File: config.mk
export PLATFORM = sky130hd
export DESIGN_NAME = scv_vram_arbiter_flat
export DESIGN_NICKNAME = d
export VERILOG_FILES = /design/src/rtl/scv_vram_arbiter_if.sv /design/src/rtl/scv_vram_arbiter.sv /design/src/flat_wrapper.sv
export SDC_FILE = /design/constraint.sdc
export NUM_CORES = 1
export LEC_CHECK = 0
export BUFFER_PORTS_ARGS = -buffer_cell sky130_fd_sc_hd__buf_2
export CAP_MARGIN = 20
export CELL_PAD_IN_SITES_DETAIL_PLACEMENT = 0
export CELL_PAD_IN_SITES_GLOBAL_PLACEMENT = 1
export CORE_UTILIZATION = 35
export CTS_BUF_LIST = sky130_fd_sc_hd__clkbuf_2
export CTS_CLUSTER_SIZE = 40
export DETAILED_ROUTE_END_ITERATION = 10
export GPL_ROUTABILITY_DRIVEN = 0
export GPL_TIMING_DRIVEN = 0
export PLACE_DENSITY_LB_ADDON = 0.08
export SYNTH_ARGS = -nofsm -noshare
export SYNTH_HDL_FRONTEND = slang
export SYNTH_SLANG_ARGS = --single-unit
File: constraint.sdc
create_clock -name CLK -period 2.2 [get_ports CLK]
set_clock_uncertainty 0.15 [all_clocks]
set_input_delay 0.44 -clock CLK [delete_from_list [all_inputs] [get_ports CLK]]
set_output_delay 0.44 -clock CLK [all_outputs]
set_load 0.02 [all_outputs]
File: src/rtl/scv_vram_arbiter_if.sv
// rtl/scv_vram_arbiter_if.sv - CPU, video and RAM signal bundle for the VRAM arbiter
interface scv_vram_arbiter_if #(
    parameter int AW = 12
);
    logic          CPU_REQ;
    logic          CPU_WE;
    logic [AW-1:0] CPU_A;
    logic [7:0]    CPU_D_I;
    logic [7:0]    CPU_D_O;
    logic          CPU_ACK;

    logic          VID_PRI;
    logic          VID_REQ;
    logic [AW-1:0] VID_A;
    logic          VID_GNT;
    logic [7:0]    VID_D_O;
    logic          VID_VALID;

    logic          RAM_CE;
    logic          RAM_WE;
    logic [AW-1:0] RAM_A;
    logic [7:0]    RAM_D;
    logic [7:0]    RAM_Q;

    modport slave (
        input  CPU_REQ, CPU_WE, CPU_A, CPU_D_I, VID_PRI, VID_REQ, VID_A, RAM_Q,
        output CPU_D_O, CPU_ACK, VID_GNT, VID_D_O, VID_VALID,
        output RAM_CE, RAM_WE, RAM_A, RAM_D
    );

    modport master (
        output CPU_REQ, CPU_WE, CPU_A, CPU_D_I, VID_PRI, VID_REQ, VID_A, RAM_Q,
        input  CPU_D_O, CPU_ACK, VID_GNT, VID_D_O, VID_VALID,
        input  RAM_CE, RAM_WE, RAM_A, RAM_D
    );
endinterface

File: src/rtl/scv_vram_arbiter.sv
// rtl/scv_vram_arbiter.sv - single-port VRAM arbiter between uPD7800 CPU and video fetch
// One grant per cycle, data returned to the owner two cycles after its grant.
module scv_vram_arbiter #(
    parameter int AW        = 12,
    parameter int MAX_DEFER = 4,
    parameter int CW        = 3
) (
    input  logic               CLK,
    input  logic               RESET,
    scv_vram_arbiter_if.slave  bus
);
    typedef enum logic [1:0] {
        OWN_NONE,
        OWN_CPU_RD,
        OWN_CPU_WR,
        OWN_VID
    } owner_t;

    localparam logic [CW-1:0] DEFER_MAX = CW'(MAX_DEFER);

    owner_t        t1;
    owner_t        t2;
    logic          cpu_busy;
    logic [CW-1:0] defer_cnt;
    logic          ram_ce_q;
    logic          ram_we_q;
    logic [AW-1:0] ram_a_q;
    logic [7:0]    ram_d_q;
    logic [7:0]    cpu_d_q;
    logic [7:0]    vid_d_q;

    logic          cpu_elig;
    logic          vid_elig;
    logic          defer_full;
    logic          cpu_win;
    logic          vid_win;
    logic          cpu_ack;

    always_comb begin
        cpu_elig   = 1'b0;
        vid_elig   = 1'b0;
        defer_full = 1'b0;
        cpu_win    = 1'b0;
        vid_win    = 1'b0;
        cpu_ack    = 1'b0;

        cpu_elig   = bus.CPU_REQ & ~cpu_busy;
        vid_elig   = bus.VID_REQ;
        defer_full = (defer_cnt == DEFER_MAX);
        // Video only wins a tie during active display, and only until the CPU has waited long enough.
        cpu_win    = ~RESET & cpu_elig & (~vid_elig | ~bus.VID_PRI | defer_full);
        vid_win    = ~RESET & vid_elig & ~cpu_win;
        cpu_ack    = (t2 == OWN_CPU_RD) | (t2 == OWN_CPU_WR);
    end

    always_ff @(posedge CLK) begin
        if (RESET) begin
            t1        <= OWN_NONE;
            t2        <= OWN_NONE;
            cpu_busy  <= 1'b0;
            defer_cnt <= '0;
            ram_ce_q  <= 1'b0;
            ram_we_q  <= 1'b0;
            ram_a_q   <= '0;
            ram_d_q   <= '0;
            cpu_d_q   <= '0;
            vid_d_q   <= '0;
        end else begin
            t2 <= t1;
            if (t1 == OWN_VID)    vid_d_q <= bus.RAM_Q;
            if (t1 == OWN_CPU_RD) cpu_d_q <= bus.RAM_Q;

            if (cpu_win) begin
                cpu_busy  <= 1'b1;
                defer_cnt <= '0;
                ram_ce_q  <= 1'b1;
                ram_we_q  <= bus.CPU_WE;
                ram_a_q   <= bus.CPU_A;
                if (bus.CPU_WE) ram_d_q <= bus.CPU_D_I;
                t1 <= bus.CPU_WE ? OWN_CPU_WR : OWN_CPU_RD;
            end else begin
                // The busy flag outlives the ACK cycle so a still-held request is not granted twice.
                if (cpu_ack) cpu_busy <= 1'b0;
                if (vid_win) begin
                    ram_ce_q <= 1'b1;
                    ram_we_q <= 1'b0;
                    ram_a_q  <= bus.VID_A;
                    t1       <= OWN_VID;
                    if (cpu_elig && !defer_full) defer_cnt <= defer_cnt + CW'(1);
                end else begin
                    ram_ce_q <= 1'b0;
                    ram_we_q <= 1'b0;
                    t1       <= OWN_NONE;
                end
            end
        end
    end

    assign bus.VID_GNT   = vid_win;
    assign bus.CPU_ACK   = cpu_ack;
    assign bus.VID_VALID = (t2 == OWN_VID);
    assign bus.CPU_D_O   = cpu_d_q;
    assign bus.VID_D_O   = vid_d_q;
    assign bus.RAM_CE    = ram_ce_q;
    assign bus.RAM_WE    = ram_we_q;
    assign bus.RAM_A     = ram_a_q;
    assign bus.RAM_D     = ram_d_q;
endmodule
File: src/flat_wrapper.sv
// flat-port wrapper written by rule: the top's interface ports become plain ports
module scv_vram_arbiter_flat 
#(
    parameter int AW        = 12,
    parameter int MAX_DEFER = 4,
    parameter int CW        = 3
)
  (CLK, RESET, bus_CPU_REQ, bus_CPU_WE, bus_CPU_A, bus_CPU_D_I, bus_VID_PRI, bus_VID_REQ, bus_VID_A, bus_RAM_Q, bus_CPU_D_O, bus_CPU_ACK, bus_VID_GNT, bus_VID_D_O, bus_VID_VALID, bus_RAM_CE, bus_RAM_WE, bus_RAM_A, bus_RAM_D);
  scv_vram_arbiter_if #(.AW(AW)) bus_i ();
  input  logic CLK;
  input  logic RESET;
  input wire logic [$bits(bus_i.CPU_REQ)-1:0] bus_CPU_REQ;
  input wire logic [$bits(bus_i.CPU_WE)-1:0] bus_CPU_WE;
  input wire logic [$bits(bus_i.CPU_A)-1:0] bus_CPU_A;
  input wire logic [$bits(bus_i.CPU_D_I)-1:0] bus_CPU_D_I;
  input wire logic [$bits(bus_i.VID_PRI)-1:0] bus_VID_PRI;
  input wire logic [$bits(bus_i.VID_REQ)-1:0] bus_VID_REQ;
  input wire logic [$bits(bus_i.VID_A)-1:0] bus_VID_A;
  input wire logic [$bits(bus_i.RAM_Q)-1:0] bus_RAM_Q;
  output wire logic [$bits(bus_i.CPU_D_O)-1:0] bus_CPU_D_O;
  output wire logic [$bits(bus_i.CPU_ACK)-1:0] bus_CPU_ACK;
  output wire logic [$bits(bus_i.VID_GNT)-1:0] bus_VID_GNT;
  output wire logic [$bits(bus_i.VID_D_O)-1:0] bus_VID_D_O;
  output wire logic [$bits(bus_i.VID_VALID)-1:0] bus_VID_VALID;
  output wire logic [$bits(bus_i.RAM_CE)-1:0] bus_RAM_CE;
  output wire logic [$bits(bus_i.RAM_WE)-1:0] bus_RAM_WE;
  output wire logic [$bits(bus_i.RAM_A)-1:0] bus_RAM_A;
  output wire logic [$bits(bus_i.RAM_D)-1:0] bus_RAM_D;
  assign bus_i.CPU_REQ = bus_CPU_REQ;
  assign bus_i.CPU_WE = bus_CPU_WE;
  assign bus_i.CPU_A = bus_CPU_A;
  assign bus_i.CPU_D_I = bus_CPU_D_I;
  assign bus_i.VID_PRI = bus_VID_PRI;
  assign bus_i.VID_REQ = bus_VID_REQ;
  assign bus_i.VID_A = bus_VID_A;
  assign bus_i.RAM_Q = bus_RAM_Q;
  assign bus_CPU_D_O = bus_i.CPU_D_O;
  assign bus_CPU_ACK = bus_i.CPU_ACK;
  assign bus_VID_GNT = bus_i.VID_GNT;
  assign bus_VID_D_O = bus_i.VID_D_O;
  assign bus_VID_VALID = bus_i.VID_VALID;
  assign bus_RAM_CE = bus_i.RAM_CE;
  assign bus_RAM_WE = bus_i.RAM_WE;
  assign bus_RAM_A = bus_i.RAM_A;
  assign bus_RAM_D = bus_i.RAM_D;
  scv_vram_arbiter #(.AW(AW), .MAX_DEFER(MAX_DEFER), .CW(CW)) u_core (.CLK(CLK), .RESET(RESET), .bus(bus_i));
endmodule
==> Word level (Yosys, flattened, before mapping) <==
Cells that the tools add are included.
W data, S select, Z words.
{ "op_classes": {"n_reduce_logical": 8, "bitwise_logic": 13, "addsub": 1, "muxes": 9, "n_eq_ne": 6} }
{ "op_table": {"columns": ["operator", "n"], "rows": [
  ["$mux W12", 2],
  ["$eq A2 B2 Y1 const B", 3],
  ["$mux W2", 3],
  ["$and A1 B1 Y1", 5],
  ["$not A1 Y1", 5],
  ["$eq A2 B1 Y1 const B", 2],
  ["$mux W1", 4],
  ["$reduce_and A2 Y1", 2],
  ["$reduce_bool A2 Y1", 2],
  ["$reduce_or A2 Y1", 2],
  ["$add A3 B1 Y3 const B", 1],
  ["$eq A3 B3 Y1 const B", 1],
  ["$or A1 B1 Y1", 3],
  ["$logic_and A1 B1 Y1", 1],
  ["$logic_not A1 Y1", 1]
]} }
{ "word_totals": {"elab_cells": 47, "register_bits": 46, "output_inout_bits": 41, "inputBits": 46} }

==> Logic depth before layout (Yosys ltp) <==
Gate-level depths: netlist of run 1.
{ "logic_depth": {"depth_word": 8, "depth_mapped": 6, "ltp_nobuf": 5} }

==> Worst setup path after synthesis of run 1 <==
Ideal clock, no wire load.
{ "synth_path": {"path_kind": "input to output", "startpoint": "input RESET", "endpoint": "output bus_VID_GNT", "path_stages": 4, "arrival_ns": 1.361, "slack_ns": 0.249, "cell_sequence": "buf_2 or3b_2 a21oi_1 nor2_1"} }
{ "synth_via": {"elab_chain_cells": 5} }
{ "synth_lines": {"columns": ["element", "line_no", "source"], "rows": [
  ["from (decl)", "flat_wrapper.sv:11", "input logic RESET;"],
  ["$not A1 Y1 (*)", "scv_vram_arbiter.sv:51, scv_vram_arbiter.sv:52", null],
  ["$and A1 B1 Y1 (2 in a row)", "scv_vram_arbiter.sv:51", "cpu_win = ~RESET & cpu_elig & (~vid_elig | ~bus.VID_PRI | defer_full);"],
  ["$not A1 Y1", "scv_vram_arbiter.sv:52", "vid_win = ~RESET & vid_elig & ~cpu_win;"],
  ["$and A1 B1 Y1 (*)", "scv_vram_arbiter.sv:52", null],
  ["to (decl)", "flat_wrapper.sv:22", "output wire logic [$bits(bus_i.VID_GNT)-1:0] bus_VID_GNT;"]
]} }
Every way passes the cells marked *; elsewhere a longest branch is shown, timed or not.

==> Final worst setup path of run 1 <==
{ "layout_path": {"startpoint": "register u_core.cpu_busy", "endpoint": "output bus_VID_GNT"} }
{ "layout_via": {"elab_chain_cells": 6} }
{ "layout_lines": {"columns": ["element", "line_no", "source"], "rows": [
  ["from (decl)", "scv_vram_arbiter.sv:23", "logic cpu_busy;"],
  ["from (signal assigned)", "scv_vram_arbiter.sv:60", "cpu_busy <= 1'b0;"],
  ["from (signal assigned)", "scv_vram_arbiter.sv:74", "cpu_busy <= 1'b1;"],
  ["from (signal assigned)", "scv_vram_arbiter.sv:83", "if (cpu_ack) cpu_busy <= 1'b0;"],
  ["$not A1 Y1", "scv_vram_arbiter.sv:47", "cpu_elig = bus.CPU_REQ & ~cpu_busy;"],
  ["$and A1 B1 Y1", "scv_vram_arbiter.sv:47", null],
  ["$and A1 B1 Y1 (2 in a row)", "scv_vram_arbiter.sv:51", null],
  ["$not A1 Y1", "scv_vram_arbiter.sv:52", null],
  ["$and A1 B1 Y1", "scv_vram_arbiter.sv:52", null]
]} }
Every way passes these cells.

==> impl_results.md, run 1 <==
* Register area share after synthesis at 48.61%
* Mapped Cells at 184
* # DRC at 0
* Area contributors post-synth: dfxtp_1 49%, mux2_2 12%, mux2i_1 11%
* Final worst-path cycle share at 96.03%
* Ys Warns at 0
* PortBufs at 85
* Reg area at approximately 900 um^2
* H-tree depth at 2
* Residual overflow from global routing at 0
* CP max FO at 2
* Minimum clock period at 2.113 ns
* R2r setup slk at about 0.29 ns
* I/O pins at 87
* Commonest register cell after synthesis: dfxtp_1
* Final net count at 332
* Cell leakage power at 1.278 nW
* Gr usage total at 15.89%
* Hold Vio Cnt, Final at 0
* Multi-input combinational cell area at around 900 um^2
* Worst skew pair latency at between 0.4 and 0.5 ns
* CP startpoint kind: flop
* Diodes inserted at 0
* Setup-failing EPs final at 0
* Post-synth EDFFs at 0
* Root Driver: clkbuf_2
* Largest net degree at the start of global routing at 16
* Initial DRC count at 18
* Initial Util at 36.62%
* Layout cells sized above 1 at 48.24%
* Placement Rows at 26
* ANT nets after route at 0
* Yosys top cell by area: dfxtp_1
* Crit Path Category: flop to primary output
* Final WL at 4.306 mm
* Clk slew on worst S/H paths at 0.25 ns
* P&R area growth vs syn at 33.36%
* Total CTS buffers at 5
* Synthesized cell area at 1894 um^2
* Drt via density at 4.500
* Critical path capture point type: primary output
* Fill cell count at 518
* HP Class: input port to flop
* DP HPWL at roughly 3.2 mm
* Die Area at 5711 um^2
* Total negative setup slack at 0 ns
* Max Cap Viol at 0
* Core Area at 5172 um^2
* Hold depth at 2
* Crit path required time at about 1.6 ns
* Design Power at 1.617 mW
* Drt wl/cell at 12.16 um
* Synth Area per Inst at 10.30 um^2
* CTS tree: done
* Slew @ Worst Pin at 0.5942 ns
* Slew headroom at 60.39%
* Pwr per Cell Area at 640.0 nW/um^2
* DR vias at 1593
* Die Span Y at approximately 76 um
* First-pass GRT wire length at 6.706 mm
* DP Worst Slack at -0.06512 ns
* Sink Count at 46
* Initial antenna violation count at 0
* Die width at 75.57 um
* Longest Clk Path Bufs at 2
* Status: finished, final reports clean
* Peak supply drop at between 0.2 and 0.3 mV
* Post-synthesis async set-or-reset flop share at 0%
* Worst r2r path cells at 5
* Vias in the first global route at 1445
* DRT Pass-1 Iters at 4
* Worst endpoint data arrival time at 1.52 ns
* Fin. max-slew vios at 0
* Net count of the mapped netlist at 233
* Post-synthesis cell type count at 26
* Final WS setup at 0.08735 ns
* Yosys reg bits at 46
* Yosys top cell area share at approximately half
* F_max at about 0.47 GHz
-- metrics by stage --
step           hold WS [ns]  utilization (%)  instance area (um^2)  std cells
3_3_place_gp         0.2899            46.54                  2407        339
5_1_grt            0.008978            48.84                  2526        354
4_1_cts             0.02285            48.09                  2487        350
3_5_place_dp         0.2941            46.54                  2407        339
2_1_floorplan        0.3169                -                  1894        184
6_report            0.06971            48.84                  2526        354
-- worst max-delay path, cell delays in order, from the launching register on --
cell	delay, ns
dfxtp_2	0.38
or3b_4	0.37
a21oi_2	0.14
nor2_1	0.06
buf_4	0.15
-- Yosys cell counts, drive strengths merged (2+ instances only) --
cell type and instances:
dfxtp 46, nor2 22, mux2 20, mux2i 20, nand2 12, a21oi 10, nor2b 10, nand3 8
buf 6, clkbuf 5, inv 4, ha 3, o31ai 3, and2 2, nand2b 2, nand4 2
nand4b 2, o21ai 2
-- path summary, 6_finish.rpt --
kind,from,end
max reg2reg,u_core.defer_cnt[1],u_core.bus.RAM_D[7]
max,u_core.cpu_busy,bus_VID_GNT
min reg2reg,u_core.bus.VID_D_O[4],u_core.bus.VID_D_O[4]
min,bus_CPU_A[2],u_core.bus.RAM_A[2]
-- report_power, final --
part	total [mW]	switching, mW	leakage, nW	internal (mW)
Sequential	0.913	0.0227	0.379	0.890
Combinational	0.332	0.180	0.870	0.152
Clock	0.372	0.294	0.0289	0.0785
-- cell type report --
class / instances / area share [%]
Timing Repair Buffer: 92 / 19.12
Inverter: 4 / 0.5944
Clock inverter: 3 / 0.8420
Clock buffer: 5 / 0.9906
Multi-Input combinational cell: 123 / 35.61
Buffer: 11 / 2.774
Sequential cell: 46 / 36.60
Tap cell: 70 / 3.467
-- cells in the final DEF, fill, tap and decap left out, types with 2 or more instances in the layout --
master and instances:
buf_2 86, dfxtp_1 43, nor2_1 22, mux2i_1 20, mux2_2 20, nand2_1 11
nor2b_1 10, a21oi_1 9, buf_4 8, nand3_1 8, clkbuf_1 5, clkbuf_2 5
buf_6 3, o31ai_1 3, dfxtp_2 3, inv_2 2, and2_1 2, nand2b_1 2
inv_1 2, nand4b_1 2, nand4_1 2, ha_1 2
-- sequential cells by signal, summed over array words and instances (netlist names) --
register,flops
u_core.bus.RAM_D,8
u_core.bus.RAM_CE,1
u_core.cpu_busy,1
u_core.bus.RAM_WE,1
u_core.bus.RAM_A,12
u_core.bus.CPU_D_O,8
u_core.t1,2
u_core.t2,2
u_core.bus.VID_D_O,8
u_core.defer_cnt,3
-- metal layers --
metal,vias up,global-route usage [%],wire (um)
li1,826,-,-
met1,710,20.05,1932
met2,51,25.00,1994
met3,6,5.952,326
met4,0,5.556,52
met5,-,0,0
-- logic make-up (layout without fill, tap and decap cells) --
kind of cell               count (synthesis)  in the layout  synth area share [%]
buffers and inverters                     15            115                 4.491
AOI/OAI and AO/OA                         18             18                 5.945
muxes                                     40             40                 22.46
adders and majority gates                  3              3                 1.982
and+or+nand+nor                           62             62                 16.51
DFF                                       46             46                 48.61
-- what timing repair did --
item / in CTS / in global routing
pin swaps: 0 / 4
endpoints found under the setup margin: 1 / 1
hold buffers: 0 / 1
setup buffers: 3 / 3
resized for setup: 5 / 5
hold endpoints to repair: 0 / 1
(Power assumes the default switching activity.)
==> inputs of run 2 (changes only) <==
--- a/config.mk
+++ b/config.mk
@@ -15,7 +15,7 @@
 export DETAILED_ROUTE_END_ITERATION = 10
 export GPL_ROUTABILITY_DRIVEN = 0
 export GPL_TIMING_DRIVEN = 0
-export PLACE_DENSITY_LB_ADDON = 0.08
+export PLACE_DENSITY = 0.86
 export SYNTH_ARGS = -nofsm -noshare
 export SYNTH_HDL_FRONTEND = slang
 export SYNTH_SLANG_ARGS = --single-unit
==> impl_results.md, run 2 (synthesis gave the netlist of run 1 again) <==
* Status: finished, final reports clean
* Final worst-path cycle share at 95.29%
* Initial Util at 36.62%
* PortBufs at 85
* Placement Rows at 26
* Setup-failing EPs final at 0
* Reg2reg end: u_core.bus.RAM_D[7]
* Unrepaired setup endpoints after global routing: true
* Final core occ at around half
* Reg2reg start: u_core.defer_cnt[0]
* R2r setup slk at just over 0.3 ns
* Switching pwr at 484.5 uW
* P&R area growth vs syn at 32.36%
* DR vias at 1616
* Vias in the first global route at 1454
* Worst stage delay on the critical path at between 0.4 and 0.5 ns
* H-tree depth at 2
* Final WL at just over 4 mm
* Total CTS buffers at 5
* Top layer in use: met4
* Drt wl/cell at 11.66 um
* Cell breakdown of the critical path: buf_2 > buf_2 > or3b_4 > a21oi_4 > nor2_1 > buf_4
* Slowest cell on the critical path: or3b_4
* CP Launch Point: RESET
* Hold Vio Cnt, Final at 0
* I/O pins at 87
* Crit path buffers/inverters at 3
* Total negative setup slack at 0 ns
* Cell depth of the worst setup path at 6
* Residual overflow from global routing at 0
* WL met1 at between 1.5 and 2 mm
* First-pass GRT wire length at 6.313 mm
* Design Power at 1.602 mW
* Slew @ Worst Pin at 0.6081 ns
* Sw Ratio at 30.24%
* Layout cells sized above 1 at 46.98%
* Peak supply drop at 0.3160 mV
* Drt via density at between 4 and 5
* Clk network pwr share at approximately 23%
* Longest Clk Path Bufs at 2
* Die Span Y at 75.57 um
* CP startpoint kind: input port
* Pwr per Cell Area at 639.0 nW/um^2
* Initial antenna violation count at 0
* Initial DRC count at 29
* CTS tree: done
* Final net count at 329
* Gr usage total at 15.14%
* Flop pwr share at 57.0%
* CTS Hold Bufs at 0
* Met2 WL post-DR at 1.941 mm
* Family with the most delay on the worst path: simple AND/OR/NAND/NOR gates
* Minimum clock period at 2.096 ns
* Worst endpoint data arrival time at 1.51 ns
* Sink Count at 46
* F_max at 0.4770 GHz
* Root Driver: clkbuf_2
* Largest register FFs at 12
* Power Internal at 1.118 mW
* Crit path required time at approximately 1.6 ns
* Fin. max-slew vios at 0
* Most common cell after layout, fill and taps aside: buf_2
* Worst r2r path cells at 5
* DRT Pass-1 Iters at 2
* Die Area at about 5700 um^2
* # DRC at 0
* Critical path capture point type: primary output
* Crit Path Category: input port to primary output
* HP Class: input port to flop
* DP Worst Slack at -0.09613 ns
* Worst skew pair latency at about 0.4 ns
* Comb pwr share at 20.5%
* DP HPWL at between 3 and 4 mm
* Max Cap Viol at 0
* Final WS setup at 0.1035 ns
* Met3 wire len at between 200 and 300 um
* Cell leakage power at 1.263 nW
* Core Area at 5172 um^2
* CP endpoint: bus_VID_GNT
* CP most frequent cell: buf_2
* Clk slew on worst S/H paths at 0.22 ns
* Most frequent cells in the layout: 86 x buf_2, 44 x dfxtp_1, 22 x nor2_1
* CP max FO at 10
* Die width at about 76 um
* Slew headroom at 59.46%
* Diodes inserted at 0
* ANT nets after route at 0
* Largest net degree at the start of global routing at 16
## run 2: cell count changes in the layout (fill, tap and decap cells not counted), sizes merged
cell and delta:
buf -2, dlygate4sd3 -1
## run 2: cell type report
type | instances | area, um^2
clock inverters | 3 | 21.27
repair buffers | 89 | 457.9
plain buffers | 11 | 70.07
fillers | 513 | 2665
inverters | 4 | 15.01
well taps | 70 | 87.58
flip-flops and latches | 46 | 923.4
multi-input cells | 123 | 907.1
clock buffers | 5 | 25.02
## run 2: worst min path at each step
stage	startpoint	to	slack, ns	cells after the start
6_report	bus_CPU_WE	u_core.t1[0]	0.06	2
5_1_grt	bus_CPU_WE	u_core.t1[0]	0.02	2
4_1_cts	bus_CPU_A[7]	u_core.bus.RAM_A[7]	0.03	2
3_5_place_dp	u_core.bus.VID_D_O[6]	u_core.bus.VID_D_O[6]	0.30	2
3_3_place_gp	u_core.bus.VID_D_O[3]	u_core.bus.VID_D_O[3]	0.29	2
2_1_floorplan	u_core.defer_cnt[1]	u_core.defer_cnt[1]	0.32	2
## run 2: power by group through the flow
stage | Sequential [mW] | Clock (mW) | Combinational, mW
floorplan | 0.986 | 0 | 0.146
global placement | 0.928 | 0 | 0.317
detailed placement | 0.930 | 0 | 0.320
CTS | 0.914 | 0.379 | 0.331
global route | 0.920 | 0.410 | 0.364
finish | 0.913 | 0.360 | 0.329
## run 2: per-layer routing
| metal | GRT usage, % | vias up |
|---|---|---|
| li1 | - | 818 |
| met1 | 17.36 | 733 |
| met2 | 25.89 | 58 |
| met3 | 4.762 | 7 |
| met4 | 6.790 | 0 |
| met5 | 0 | - |
## run 2: timing repair
action	CTS	global route
pin swaps	0	3
buffers inserted	4	0
endpoints found under the setup margin	1	1
resized for setup	3	5
## run 2: through the flow
step | instance area (um^2) | instances | hold WS (ns)
2_1_floorplan | 1894 | 184 | 0.3169
3_3_place_gp | 2407 | 339 | 0.2900
3_5_place_dp | 2407 | 339 | 0.2980
4_1_cts | 2491 | 351 | 0.03275
5_1_grt | 2507 | 351 | 0.01784
6_report | 2507 | 351 | 0.05873
==> inputs of run 3 (changes only) <==
--- a/config.mk
+++ b/config.mk
@@ -10,7 +10,7 @@
 export CELL_PAD_IN_SITES_DETAIL_PLACEMENT = 0
 export CELL_PAD_IN_SITES_GLOBAL_PLACEMENT = 1
 export CORE_UTILIZATION = 35
-export CTS_BUF_LIST = sky130_fd_sc_hd__clkbuf_2
+export CTS_BUF_LIST = sky130_fd_sc_hd__clkbuf_4 sky130_fd_sc_hd__clkbuf_8
 export CTS_CLUSTER_SIZE = 40
 export DETAILED_ROUTE_END_ITERATION = 10
 export GPL_ROUTABILITY_DRIVEN = 0
==> impl_results.md, run 3 (synthesis gave the netlist of run 1 again) <==
* Status: finished, final reports clean
* GR met3 Demand/Resource at under 10%
* Largest register FFs at 12
* Pwr per Cell Area at 694.2 nW/um^2
* Sink Count at 46
* DP Worst Slack at -0.09613 ns
* Finished Cell Area at between 2000 and 3000 um^2
* Core Area at roughly 5200 um^2
* Flop pwr share at 52.3%
* F_max at ~0.48 GHz
* DP HPWL at between 3 and 4 mm
* Reg2reg end: u_core.bus.RAM_D[6]
* P&R area growth vs syn at 32.56%
* GRT Max-Usage Layer: met2
* Slew @ Worst Pin at 0.6017 ns
* Worst r2r path cells at 5
* I/O pins at a little under 90
* Largest net degree at the start of global routing at 16
* CTS tree: done
* Total CTS buffers at 5
* Drt wl/cell at 11.69 um
* Diodes inserted at 0
* Clk network pwr share at 29.4%
* Crit Path Category: input port to primary output
* Hold Crit Start: bus_CPU_WE
* Die width at 75.57 um
* DR vias at roughly 1600
* Setup-failing EPs final at 0
* DP Cell Count at 339
* Worst endpoint data arrival time at 1.50 ns
* HP Class: input port to flop
* Placement Rows at 26
* Initial DRC count at 40
* Crit path required time at roughly 1.6 ns
* Final worst-path cycle share at 95.01%
* CP startpoint kind: input port
* Switching pwr at 490.1 uW
* CP max FO at 10
* Peak supply drop at 0.3373 mV
* Power Internal at 1.253 mW
* Routing usage on met1 at between 10% and 20%
* Layout cells sized above 1 at roughly 45%
* Crit path buffers/inverters at 3
* DRT Pass-1 Iters at 2
* Vias in the first global route at 1437
* Fin. max-slew vios at 0
* First-pass GRT wire length at about 6.3 mm
* Reg2reg start: u_core.defer_cnt[0]
* Most frequent cells in the layout: 87 x buf_2, 46 x dfxtp_1, 22 x nor2_1
* Total negative setup slack at 0 ns
* Design Power at 1.743 mW
* Die Area at between 5000 and 6000 um^2
* Family with the most delay on the worst path: buffers and inverters
* Drt via density at 4.601
* Non-Filler Instances at around 350
* Worst skew pair latency at approximately 0.3 ns
* PortBufs at 85
* Minimum clock period at 2.090 ns
* Final core occ at 48.55%
* R2r setup slk at 0.28 ns
* Final WS setup at around 0.11 ns
* Final net count at 326
* Worst stage delay on the critical path at 0.41 ns
* ANT nets after route at 0
* Unrepaired setup endpoints after global routing: false
* Slew headroom at 59.89%
* Hold Path End: u_core.t1[0]
* CTS Hold Bufs at 0
* Met2 usage at 25.69%
* Hold Vio Cnt, Final at 0
* Final WL at 4.067 mm
* Slowest cell on the critical path: or3b_4
* CP most frequent cell: buf_2
* Sw Ratio at between 20% and 30%
* Cell breakdown of the critical path: buf_2 > buf_2 > or3b_4 > a21oi_2 > nor2_1 > buf_2
* Clk slew on worst S/H paths at 0.08 ns
* Max Cap Viol at 0
* Most common cell after layout, fill and taps aside: buf_2
* Hold Slack at 0.2060 ns
* Gr usage total at 15.09%
* Fill cell count at 512
* Cell Area, Placed at 2407 um^2
* Comb pwr share at 18.3%
* H-tree depth at 2
* Critical path capture point type: primary output
* Root Driver: clkbuf_8
* Initial Util at 36.62%
* Die Span Y at 75.57 um
* Cell leakage power at 1.262 nW
* Initial antenna violation count at 0
* # DRC at 0
* Hold depth at 2
* Longest Clk Path Bufs at 2
* Residual overflow from global routing at 0
==> run 3: cell types whose count changed in the layout (fill, tap and decap cells not counted), sizes merged <==
cell and change:
buf -3
==> run 3: layer usage <==
metal / routed length (um) / up-vias
met5: 0 / -
met4: 49 / 0
met2: 1898 / 57
met1: 1837 / 726
li1: - / 813
met3: 281 / 5
==> run 3: power groups by stage <==
stage / clock [mW] / sequential (mW) / combinational [mW]
global route: 0.569 / 0.918 / 0.354
detailed placement: 0 / 0.930 / 0.320
floorplan: 0 / 0.986 / 0.146
CTS: 0.537 / 0.911 / 0.322
global placement: 0 / 0.928 / 0.317
finish: 0.513 / 0.911 / 0.319
==> run 3: layout make-up <==
cell class,instances,area [um^2],share of cell area (%)
Buffer,11,70.07,2.790
Clock buffer,5,68.82,2.740
Clock inverter,3,21.27,0.8470
Inverter,4,15.01,0.5979
Multi-Input combinational cell,123,894.6,35.63
Sequential cell,46,920.9,36.67
Tap cell,70,87.58,3.488
Timing Repair Buffer,86,432.9,17.24
==> run 3: repair_timing <==
item | CTS | global route
setup buffers | 1 | 0
gates resized for setup | 1 | 1
pin swaps | 0 | 0
cloned | 0 | 0
setup endpoints to repair | 1 | 1
==> run 3: worst max path at each step <==
stage / cells past startpoint / start / slack, ns / end
2_1_floorplan: 4 / RESET / 0.25 / bus_VID_GNT
3_3_place_gp: 6 / RESET / -0.06 / bus_VID_GNT
3_5_place_dp: 6 / RESET / -0.1 / bus_VID_GNT
4_1_cts: 6 / RESET / 0.003 / bus_VID_GNT
5_1_grt: 6 / RESET / 0.05 / bus_VID_GNT
6_report: 6 / RESET / 0.11 / bus_VID_GNT
==> run 3: worst reg2reg max path, cell delays in order (launching register included) <==
cell      delay, ns
dfxtp_1        0.34
inv_1          0.07
ha_1           0.21
and2_1         0.19
o211ai_2       0.47
mux2_2         0.40
